`config.mk`:
```
export PLATFORM = sky130hd
export DESIGN_NAME = pe_link_tx
export DESIGN_NICKNAME = d
export VERILOG_FILES = /design/src/rtl/pe_link_pkg.sv /design/src/rtl/pe_link_fifo.sv /design/src/rtl/pe_link_tx.sv
export SDC_FILE = /design/constraint.sdc
export NUM_CORES = 1
export LEC_CHECK = 0
export BUFFER_PORTS_ARGS = -buffer_cell sky130_fd_sc_hd__buf_2
export CORE_MARGIN = 3
export CORE_UTILIZATION = 40
export DETAILED_ROUTE_END_ITERATION = 8
export PLACE_DENSITY = 0.59
export SLEW_MARGIN = 25
export SYNTH_ARGS = -nofsm -noshare
export SYNTH_HDL_FRONTEND = slang
export SYNTH_SLANG_ARGS = --single-unit
```
`constraint.sdc`:
```
create_clock -name clk -period 4.83 [get_ports clk]
set_clock_uncertainty 0.15 [all_clocks]
set_input_delay 0.966 -clock clk [delete_from_list [all_inputs] [get_ports clk]]
set_output_delay 0.966 -clock clk [all_outputs]
set_load 0.05 [all_outputs]
```
`src/rtl/pe_link_pkg.sv`:
```
// pe_link_pkg -- shared definitions for the inter-PE link transmitter.
//   LINK_WIDTH_DEF : default link word width
//   LINK_VALID_BIT : valid bit position for the default width
//   LINK_LAST_BIT  : last-word bit position for the default width
//   link_state_t   : transmitter FSM states (IDLE, PKT)
package pe_link_pkg;

  localparam int LINK_WIDTH_DEF = 130;
  localparam int LINK_VALID_BIT = LINK_WIDTH_DEF - 1;
  localparam int LINK_LAST_BIT  = LINK_WIDTH_DEF - 2;

  typedef enum logic {
    IDLE = 1'b0,
    PKT  = 1'b1
  } link_state_t;

endpackage

```
`src/rtl/pe_link_fifo.sv`:
```
// pe_link_fifo -- ingress FIFO, depth 2**AW, combinational head read.
//   clk, reset : clock, asynchronous active-high reset
//   wr_en      : push wr_data (ignored while full)
//   wr_data    : word to push
//   rd_en      : pop the head (ignored while empty)
//   rd_data    : current head word
//   full/empty : occupancy flags
module pe_link_fifo
  import pe_link_pkg::*;
#(
  parameter int DW = LINK_WIDTH_DEF - 1,
  parameter int AW = 2
) (
  input  logic          clk,
  input  logic          reset,
  input  logic          wr_en,
  input  logic [DW-1:0] wr_data,
  input  logic          rd_en,
  output logic [DW-1:0] rd_data,
  output logic          full,
  output logic          empty
);

  logic [DW-1:0] mem [2**AW];
  // Pointers carry one extra wrap bit to tell full from empty.
  logic [AW:0] wr_ptr;
  logic [AW:0] rd_ptr;
  logic        do_wr;
  logic        do_rd;

  assign empty   = (wr_ptr == rd_ptr);
  assign full    = (wr_ptr == {~rd_ptr[AW], rd_ptr[AW-1:0]});
  assign do_wr   = wr_en & ~full;
  assign do_rd   = rd_en & ~empty;
  assign rd_data = mem[rd_ptr[AW-1:0]];

  always_ff @(posedge clk or posedge reset) begin
    if (reset) begin
      wr_ptr <= '0;
      rd_ptr <= '0;
    end else begin
      if (do_wr) wr_ptr <= wr_ptr + 1'b1;
      if (do_rd) rd_ptr <= rd_ptr + 1'b1;
    end
  end

  always_ff @(posedge clk) begin
    if (do_wr) mem[wr_ptr[AW-1:0]] <= wr_data;
  end

endmodule

```
`src/rtl/pe_link_tx.sv`:
```
// pe_link_tx -- credit-based inter-PE link transmitter.
// Optional feature: define PE_LINK_TX_STATS_EN to build the sent-word counter.
//   clk, reset : clock, asynchronous active-high reset
//   ap_start   : allows new packets to start
//   in_data    : payload word, in_last marks the final word, in_valid qualifies
//   in_ready   : FIFO can accept a word
//   credit_in  : one-cycle pulse, receiver freed a slot
//   out_link   : registered link word {valid, last, payload}
//   busy       : FIFO non-empty or mid-packet
//   credit_err : sticky credit overflow flag
//   tx_count   : words sent (0 without PE_LINK_TX_STATS_EN)
//
// state | meaning
// IDLE  | between packets; a send needs ap_start
// PKT   | inside a packet; sends continue regardless of ap_start
module pe_link_tx
  import pe_link_pkg::*;
#(
  parameter int LINK_WIDTH = LINK_WIDTH_DEF,
  parameter int FIFO_AW    = 2,
  parameter int CREDITS    = 4
) (
  input  logic                  clk,
  input  logic                  reset,
  input  logic                  ap_start,
  input  logic [LINK_WIDTH-3:0] in_data,
  input  logic                  in_last,
  input  logic                  in_valid,
  output logic                  in_ready,
  input  logic                  credit_in,
  output logic [LINK_WIDTH-1:0] out_link,
  output logic                  busy,
  output logic                  credit_err,
  output logic [31:0]           tx_count
);

  localparam int DW = LINK_WIDTH - 1;
  localparam int CW = $clog2(CREDITS + 1);
  // Package bit positions are for the default width; shift them with the width.
  localparam int VALID_BIT = LINK_VALID_BIT + (LINK_WIDTH - LINK_WIDTH_DEF);
  localparam int LAST_BIT  = LINK_LAST_BIT + (LINK_WIDTH - LINK_WIDTH_DEF);
  localparam logic [CW-1:0] CREDIT_MAX = CW'(CREDITS);

  link_state_t           state;
  logic [CW-1:0]         credits;
  logic                  rdy_en;
  logic                  fifo_full;
  logic                  fifo_empty;
  logic                  wr_en;
  logic                  send;
  logic                  head_last;
  logic [DW-1:0]         head;
  logic [LINK_WIDTH-1:0] link_d;

  pe_link_fifo #(
    .DW(DW),
    .AW(FIFO_AW)
  ) u_fifo (
    .clk    (clk),
    .reset  (reset),
    .wr_en  (wr_en),
    .wr_data({in_last, in_data}),
    .rd_en  (send),
    .rd_data(head),
    .full   (fifo_full),
    .empty  (fifo_empty)
  );

  // rdy_en keeps in_ready low during reset and until the first edge after it.
  assign in_ready  = rdy_en & ~fifo_full;
  assign wr_en     = in_valid & in_ready;
  assign head_last = head[LAST_BIT];
  assign send      = ~fifo_empty & (credits != '0) & ((state == PKT) | ap_start);
  assign busy      = ~fifo_empty | (state == PKT);

  always_comb begin
    link_d = '0;
    if (send) begin
      link_d[VALID_BIT]    = 1'b1;
      link_d[LAST_BIT:0]   = head;
    end
  end

  always_ff @(posedge clk or posedge reset) begin
    if (reset) begin
      state      <= IDLE;
      out_link   <= '0;
      credits    <= CREDIT_MAX;
      credit_err <= 1'b0;
      rdy_en     <= 1'b0;
    end else begin
      rdy_en   <= 1'b1;
      out_link <= link_d;
      // Any sent word decides packet position: last closes, non-last opens/continues.
      if (send) state <= head_last ? IDLE : PKT;
      case ({send, credit_in})
        2'b10: credits <= credits - CW'(1);
        2'b01: begin
          if (credits == CREDIT_MAX) credit_err <= 1'b1;
          else                       credits    <= credits + CW'(1);
        end
        default: ;
      endcase
    end
  end

`ifdef PE_LINK_TX_STATS_EN
  always_ff @(posedge clk or posedge reset) begin
    if (reset)     tx_count <= '0;
    else if (send) tx_count <= tx_count + 32'd1;
  end
`else
  assign tx_count = '0;
`endif

endmodule

```
=== Word-level counts from Yosys, hierarchy flattened ===
Memory sizes are Yosys's and may differ from the RTL's.
Index checks and enable logic that the tools add are counted.
Widths: inputs -> output; s select.

* Bits in latches: 0
* Bits in registers: 142
* Output and inout bits: 165
* Word-level logic and storage cells: 39
* Memories kept: 1
* Memory bits (writable): 516
* Bits in read-only memories: 0
* Input bits: 134

* Shifts and indexed selects: 0
* Divide/modulo/power cells: 0
* $mul: 0
* Bitwise logic cells: 11
* $lt $le $gt $ge: 0
* Muxes and demuxes: 6
* Add/subtract/negate cells: 4
* Equal/unequal tests: 6
* Reductions and logical operators: 4

{| class="wikitable"
|+ Memory list
! memory !! words !! bits a word !! read ports !! clocked after Yosys merged registers in !! write ports !! RTL line !! source
|-
| u_fifo.mem || 4 || 129 || 1 || 0 || 1 || pe_link_fifo.sv:24 || <nowiki>logic [DW-1:0] mem [2**AW];</nowiki>
|}

{| class="wikitable"
|+ Operators by type and width
! cell !! count
|-
| $mux 130 || 1
|-
| $add 3x1->3 const B || 3
|-
| $and 1x1->1 || 6
|-
| $eq 3x3->1 || 2
|-
| $pmux 3 s2 || 1
|-
| $reduce_and 2->1 || 2
|-
| $eq 3x3->1 const B || 1
|-
| $mux 1 || 3
|-
| $mux 3 || 1
|-
| $not 1->1 || 3
|-
| $reduce_bool 3->1 || 1
|-
| $sub 3x1->3 const B || 1
|-
| $eq 2x1->1 const B || 1
|-
| $eq 2x2->1 const B || 1
|-
| $ne 2x2->1 const B || 1
|-
| $or 1x1->1 || 2
|-
| $reduce_bool 2->1 || 1
|}

=== Depth between registers and ports, before layout ===
Gate-level depths: netlist (run 1).

* Depth in word-level cells: 8
* Gate-level depth with buffers: 9
* Gate-level depth less buffers: 7

=== Modules after synthesis ===
Synthesis (run 1) repeated with hierarchy kept, for this count alone.

* Cells, all modules: 1,068
* Area, all modules: 23,819.1 um^2

{| class="wikitable"
|+ By module, submodules not included
! module !! cells an instance !! area each (um^2) !! times used !! seq. area each (um^2)
|-
| pe_link_fifo || 724 || 19,075.8 || 1 || 15,645.0
|-
| pe_link_tx || 344 || 4,743.3 || 1 || 3,404.5
|}

=== Worst setup path before layout (run 1) ===
Ideal clock, no wire load.

* Kind: in2reg
* From: input port in_valid
* To: memory u_fifo.mem[3][0] in the netlist's numbering (enable)
* Required time: 4.175 ns
* Path slack: -0.217 ns
* Cell stages on the path: 3
* Arrival: 4.392 ns
* Path buffers: 0
* Setup time: 0.505 ns
* Cell sequence: nand2_1 > a31oi_1 > and2_1

* Longest elaborated chain between the ends: 4

{| class="wikitable"
|+ RTL lines
! item !! RTL line !! source
|-
| start: declaration || pe_link_tx.sv:28 || <nowiki>input logic in_valid,</nowiki>
|-
| $and 1x1->1 || pe_link_tx.sv:71 || <nowiki>assign wr_en = in_valid & in_ready;</nowiki>
|-
| $and 1x1->1 || pe_link_fifo.sv:33 || <nowiki>assign do_wr = wr_en & ~full;</nowiki>
|-
| $mux 1 || pe_link_fifo.sv:48 || <nowiki>if (do_wr) mem[wr_ptr[AW-1:0]] <= wr_data;</nowiki>
|-
| $mux 1 (implied by the code) || pe_link_fifo.sv:48 ||
|-
| end: declaration || pe_link_fifo.sv:24 ||
|}

Every way passes these cells.

=== Worst setup path after layout (run 1) ===
* From: register u_fifo.rd_ptr[0]
* To: memory u_fifo.mem[0][15] in the netlist's numbering (enable)

* Longest elaborated chain between the ends: 7

{| class="wikitable"
|+ RTL lines
! item !! RTL line !! source
|-
| start: declaration || pe_link_fifo.sv:27 || <nowiki>logic [AW:0] rd_ptr;</nowiki>
|-
| start signal: assignment || pe_link_fifo.sv:43 || <nowiki>if (do_rd) rd_ptr <= rd_ptr + 1'b1;</nowiki>
|-
| $eq 3x3->1 (*) || pe_link_fifo.sv:32 || <nowiki>assign full = (wr_ptr == {~rd_ptr[AW], rd_ptr[AW-1:0]});</nowiki>
|-
| $not 1->1 (*) || pe_link_fifo.sv:33, pe_link_tx.sv:70 ||
|-
| $and 1x1->1 || pe_link_tx.sv:70 || <nowiki>assign in_ready = rdy_en & ~fifo_full;</nowiki>
|-
| $and 1x1->1 || pe_link_tx.sv:71 ||
|-
| $and 1x1->1 (*) || pe_link_fifo.sv:33 ||
|-
| $mux 1 (*) || pe_link_fifo.sv:48 ||
|-
| $mux 1 (implied by the code) (*) || pe_link_fifo.sv:48 ||
|}

Every way passes the cells marked *; elsewhere a longest branch is shown, timed or not.

==> flow_summary.ini, run 1 <==
[worst_setup_path]
cp.arrival_ns = 3.17
cp_max_fo = 55
reg2reg_to = u_fifo.mem[0][15]
reg2reg_depth = 4
endpoint_kind = register
startpoint_type = register
reg2reg_setup_slack_ns = 1.73
worstPathRequired_ns = 4.90
critPathKind = reg -> reg
reg2reg_from = u_fifo.rd_ptr[0]

[floorplan]
ioPinCount = 299
fp.dieW_um = 249
core_area_um2 = 58100
initial_core_util_pct = 40.7
dieHeight_um = 249
die_area_um2 = 62200
std_cell_rows = 88

[global_route]
gr-total-overflow = 0
grt_max_degree = 71
antenna_found_initial = 17
grt_pass1_wl_mm = 73.0
grt_pass1_vias = 11504
track_usage_pct = 15.6

[logic_synthesis]
netlist_instances = 1053
synthArstFlopShare_pct = 21.6
synth-main-ff-cell = edfxtp_1
synth_warnings = 0
synth_enable_flop_cells = 516
synth_cell_type_count = 33
syn_avg_cell_area_um2 = 22.5
synth_area_um2 = 23700
yosysSeqAreaShare_pct = 80.4
ys_ff_latch = 658

[timing]
fin_tns_setup_ns = 0
min_period_over_period_pct = 64.2
clock.fmax_mhz = 322
setup_viol = 0
finalMaxSlewViolations = 0
finalCriticalPeriod_ns = 3.10
finalHoldViolCount = 0
rsz0062_at_grt = false
tightestPinTransition_ns = 0.977
slew_headroom_pct = 34.9

[power_and_ir_drop]
p_int_mw = 12.4
seq_power_share_pct = 40.8
irDropWorstVdd_mv = 0.452
p_comb_share_pct = 32.2
p_total_mw = 18.7
power.density_nw_per_um2 = 667
switchingPower_mw = 6.36
leakage_nw = 10.2
p_clk_share_pct = 27.1
switching_share_pct = 33.9

[clock_tree]
h-tree-depth = 3
cts_made_buffers = 70
cts.reportedPaths.clkPinSlew_ns = 0.06
cts-hold-fix-buffers = 0
post_cts_buffers = 0
cts.sinks = 658
clockBufferDepth = 3
clockRootBuffer = clkbuf_16
cts_tree = yes
clk_latency_ns = 0.58
post_cts_resized = 0

[placed_design]
hpwlAfterDp_mm = 28.0
gp_congestion = 0.722
port_buffers = 266

[cells_and_area]
final_common_cell = edfxtp_1
final_nets = 1501
layout-drive-gt1-share_pct = 36.6
n_fill_cell = 4785
area_growth_pct = 18.6
fin_util_pct = 48.3
final_cell_mix = edfxtp_1, buf_2, dfrtp_1

[min_path]
hp-class = reg -> reg
min_to = credit_err
holdPathStages = 2
hold_start = credit_err

[flow_run]
maxCapViolCount = 0

[detailed_routing]
post-route-drc-count = 0
vias = 10706
drt_iter0_drc = 701
post_drt_wl_per_cell_um = 22.0
wl_mm = 48.3
final_antenna_net_count = 0
firstDrtPassIters = 5
vias_per_cell = 4.89

[outcome]
status = complete, no violations
## metal layers
metal  GRT usage [%]  part of all wire, %
met5               0                 0.18
met4            5.21                  1.8
met3            4.57                  6.5
met2            23.9                   48
met1            21.6                   44
## critical path: stages, from the launching register on
cell and delay, ns:
dfrtp_4 0.59, xnor2_2 0.20, a31oi_1 0.56, and2_4 0.74, buf_12 0.39
## sequential cells by signal (all words and copies together), names as in the netlist
name           count
credit_err         1
credits            3
out_link         130
rdy_en             1
state              1
u_fifo.mem       516
u_fifo.rd_ptr      3
u_fifo.wr_ptr      3
## power groups by stage
stage | combinational, mW | sequential [mW] | clock, mW
global route | 6.46 | 7.73 | 5.47
CTS | 6.16 | 7.67 | 5.22
global placement | 6.12 | 7.75 | 0
finish | 6.03 | 7.64 | 5.07
detailed placement | 6.14 | 7.77 | 0
floorplan | 2.99 | 9.33 | 0
## area by class of cell
class	count	area (um2)	area share [%]
Multi-Input combinational cell	339	4230	15.1
Clock inverter	22	209	0.744
Antenna cell	12	30.0	0.107
Timing Repair Buffer	283	1610	5.72
Inverter	9	40.0	0.143
Tap cell	765	957	3.41
Sequential cell	658	19100	67.8
Clock buffer	102	1960	6.99
## logic make-up after synthesis
family          after synthesis  share of synthesized area [%]
xor+xnor                      9                          0.396
mux                         131                           12.4
other cells                   2                         0.0317
fa+ha+maj                     6                          0.349
compound gates               14                          0.444
simple gates                146                           3.77
buf+inv                      87                           2.24
flops                       658                           80.4
## synth_stat cells, types with 2 or more instances
cell type | n | area share, %
a31oi_1 | 3 | 0.079
and2_1 | 133 | 3.5
buf_2 | 20 | 0.42
buf_4 | 43 | 1.4
buf_6 | 2 | 0.095
clkbuf_1 | 13 | 0.21
conb_1 | 2 | 0.032
dfrtp_1 | 141 | 15
edfxtp_1 | 516 | 65
ha_1 | 5 | 0.26
inv_1 | 8 | 0.13
mux2i_1 | 2 | 0.085
mux4_2 | 129 | 12
nand2_1 | 7 | 0.11
nor2_1 | 2 | 0.032
o21ai_0 | 3 | 0.063
or3_1 | 2 | 0.053
xnor2_1 | 5 | 0.18
xnor2_2 | 2 | 0.14
xor2_1 | 2 | 0.074
## how the worst max path moves through the flow
stage                        end              from  slack, ns  depth (start not counted)
2_1_floorplan   u_fifo.mem[3][0]          in_valid       1.21                          3
3_3_place_gp   u_fifo.mem[0][20]          in_valid       1.47                          5
3_5_place_dp   u_fifo.mem[0][26]          in_valid       1.43                          5
4_1_cts            out_link[111]  u_fifo.rd_ptr[0]       1.47                          4
5_1_grt        u_fifo.mem[0][20]  u_fifo.rd_ptr[0]       1.52                          4
6_report       u_fifo.mem[0][15]  u_fifo.rd_ptr[0]       1.73                          4
## stage by stage
stage          area, um2  setup slack, ns  cells  hold slack [ns]
5_1_grt            28100             1.52   2183            0.336
3_5_place_dp       25900             1.43   2053            0.307
3_3_place_gp       25900             1.47   2053            0.306
4_1_cts            28000             1.47   2177            0.327
2_1_floorplan      23800             1.21   1084            0.328
6_report           28100             1.73   2190            0.329
Power figures use the tool's default switching activity.
==> inputs of run 2 (changes only) <==
ABC_AREA = 1   (was default)
PLACE_DENSITY = 0.57   (was 0.59)
clock period = 3.2 ns   (was 4.83 ns; I/O delays follow)
==> run 2 against run 1 <==
  * Final area increased by 1.4%
  * Utilization down 0.23 points
  * Non-clock buffer count is 4 higher
  * Die area up 1.4%
  * Critical endpoint is now in_ready
  * Largest cell class unchanged
==> flow_summary.ini, run 2 <==
[outcome]
status = complete, no violations

[logic_synthesis]
synth_area_leaders = edfxtp_1, dfrtp_1, nor2_1
synth_area_um2 = 24000
synth_cell_type_count = 27
yosysTopAreaCell = edfxtp_1
yosysMostFrequentCell = nor2_1
synthAdderAreaFrac_pct = 0.344
synth-main-ff-cell = edfxtp_1
synthArstFlopShare_pct = 21.6
yosysSeqAreaShare_pct = 79.3
synth_enable_flop_cells = 516
synthTopCellsByCount = nor2_1, edfxtp_1, o21ai_0
muxShareOfSynthArea_pct = 0
synthXorXnorAreaFrac_pct = 0.182
synth_top_family_by_area = simple AND/OR/NAND/NOR gates
yosys.area_share.simple_pct = 8.82
synth_compound_area_share_pct = 8.18
syn_avg_cell_area_um2 = 13.6
synth_warnings = 0
yosysTopAreaCellShare_pct = 64.5
ys_ff_latch = 658
netlist_instances = 1766

[worst_setup_path]
reg2reg_from = u_fifo.rd_ptr[1]
critical_path.cell_chain = inv_4 -> nand2_1 -> nand2_1 -> nand4_1 -> nand2_1 -> inv_1 -> buf_2
cp.arrival_ns = 1.94
reg2reg_depth = 14
endpoint_kind = output port
reg2reg_setup_slack_ns = 0.66
startpoint_type = register
cp_max_fo = 5
max_stage_delay_ns = 0.51
worstPathRequired_ns = 2.41
critPathKind = reg -> out
path_common_cell = nand2_1
startpoint = u_fifo.rd_ptr[1]
cp-endpoint = in_ready
reg2reg_to = credits[2]
crit_slowest_cell = dfrtp_4

[timing]
rsz0062_at_grt = false
slew_headroom_pct = 37.2
setup_viol = 0
clock.fmax_mhz = 367
min_period_over_period_pct = 85.2
setup_ws_ns = 0.473
finalHoldViolCount = 0
holdWs_ns = 0.0481
tightestPinTransition_ns = 0.942
finalMaxSlewViolations = 0
finalCriticalPeriod_ns = 2.73

[detailed_routing]
final_antenna_net_count = 0
wl_mm = 56.4
post_drt_wl_per_cell_um = 19.7
vias_per_cell = 4.96
drt_iter0_drc = 847
vias = 14189
post-route-drc-count = 0
firstDrtPassIters = 5

[clock_tree]
cts_made_buffers = 70
cts.sinks = 658
clockBufferDepth = 3
cts.reportedPaths.clkPinSlew_ns = 0.06
post_cts_buffers = 0
post_cts_resized = 0
clockRootBuffer = clkbuf_16
cts_tree = yes
cts-hold-fix-buffers = 0
h-tree-depth = 3
clk_latency_ns = 0.59

[cells_and_area]
multiInputGateArea_um2 = 4380
largest_reg_flops = 516
final_nets = 2165
area_growth_pct = 18.6
register_area_um2 = 19100
layout-drive-gt1-share_pct = 19.8
n_fill_cell = 5160
final_cell_mix = nor2_1, edfxtp_1, buf_2

[min_path]
hp-class = in -> async

[floorplan]
core_area_um2 = 59200
initial_core_util_pct = 40.6
std_cell_rows = 89
dieHeight_um = 251
fp.dieW_um = 251
die_area_um2 = 63000
ioPinCount = 299

[power_and_ir_drop]
power.density_nw_per_um2 = 1030
leakage_nw = 10.7
p_total_mw = 29.4
irDropWorstVdd_mv = 0.757

[placed_design]
gp_congestion = 0.739
place_ws_ns = 0.587
port_buffers = 266
hpwlAfterDp_mm = 28.8

[global_route]
gr-total-overflow = 0
track_usage_pct = 17.8
grt_pass1_wl_mm = 85.4
grt_pass1_vias = 14332
antenna_found_initial = 16
grt_max_degree = 260

[flow_run]
maxCapViolCount = 0
==> run 2: cell count changes after synthesis, moves of 5 or more <==
cell | before | now
clkbuf_1 | 13 | 39
inv_1 | 8 | 15
buf_4 | 43 | 36
o21ai_1 | 0 | 15
and2_1 | 133 | 0
nor2_1 | 2 | 519
mux4_2 | 129 | 0
nand2_1 | 7 | 25
xnor2_1 | 5 | 0
buf_1 | 0 | 7
a21oi_1 | 0 | 132
buf_2 | 20 | 49
o21ai_0 | 3 | 242
==> run 2: where the power goes <==
part	internal, mW	leakage, nW	switching (mW)
combinational	2.32	3.06	7.57
clock	4.85	1.14	3.21
sequential	10.9	6.46	0.544
==> run 2: metal layers <==
| metal | part of all wire (%) | GRT usage [%] |
|---|---|---|
| met2 | 49 | 29.7 |
| met1 | 42 | 22.6 |
| met4 | 2.2 | 6.12 |
| met3 | 6.5 | 4.76 |
| met5 | 0.24 | 0 |
==> run 2: per-stage QoR <==
stage | cell area, um2 | TNS [ns] | utilization [%] | std cells
2_1_floorplan | 24200 | -128.52 | - | 1797
3_3_place_gp | 26100 | 0 | 44.1 | 2725
3_5_place_dp | 26100 | 0 | 44.1 | 2725
4_1_cts | 28400 | 0 | 48.0 | 2855
5_1_grt | 28500 | 0 | 48.1 | 2860
6_report | 28500 | 0 | 48.1 | 2862
==> run 2: final cells by class <==
| cell class | instances | share of cell area [%] |
|---|---|---|
| multi-input cells | 990 | 15.4 |
| diodes | 6 | 0.0527 |
| inverters | 18 | 0.277 |
| flip-flops and latches | 658 | 66.9 |
| clock buffers | 99 | 7.00 |
| well taps | 773 | 3.39 |
| clock inverters | 31 | 1.14 |
| repair buffers | 287 | 5.87 |
==> run 2: worst min path at each step <==
stage / from / end / slack, ns / cells past startpoint
finish: reset / out_link[57] / 0.05 / 3
global route: reset / out_link[27] / 0.08 / 3
floorplan: u_fifo.wr_ptr[2] / u_fifo.wr_ptr[2] / 0.31 / 1
CTS: reset / out_link[57] / 0.04 / 3
global placement: u_fifo.wr_ptr[2] / u_fifo.wr_ptr[2] / 0.33 / 1
detailed placement: credit_err / credit_err / 0.33 / 1
==> run 2: critical path: cells and delay by family (launching register included) <==
family	cells	cell delay, ns
DFF	1	0.51
and+or+nand+nor	4	0.48
buffers and inverters	3	0.38
==> run 2: cells by family (layout without fill, tap and decap cells) <==
logic type,Yosys count,count (layout)
xor+xnor,5,5
other cells,2,39
fa+ha+maj,6,6
buf+inv,149,435
compound gates,391,391
flops,658,658
simple gates,555,555
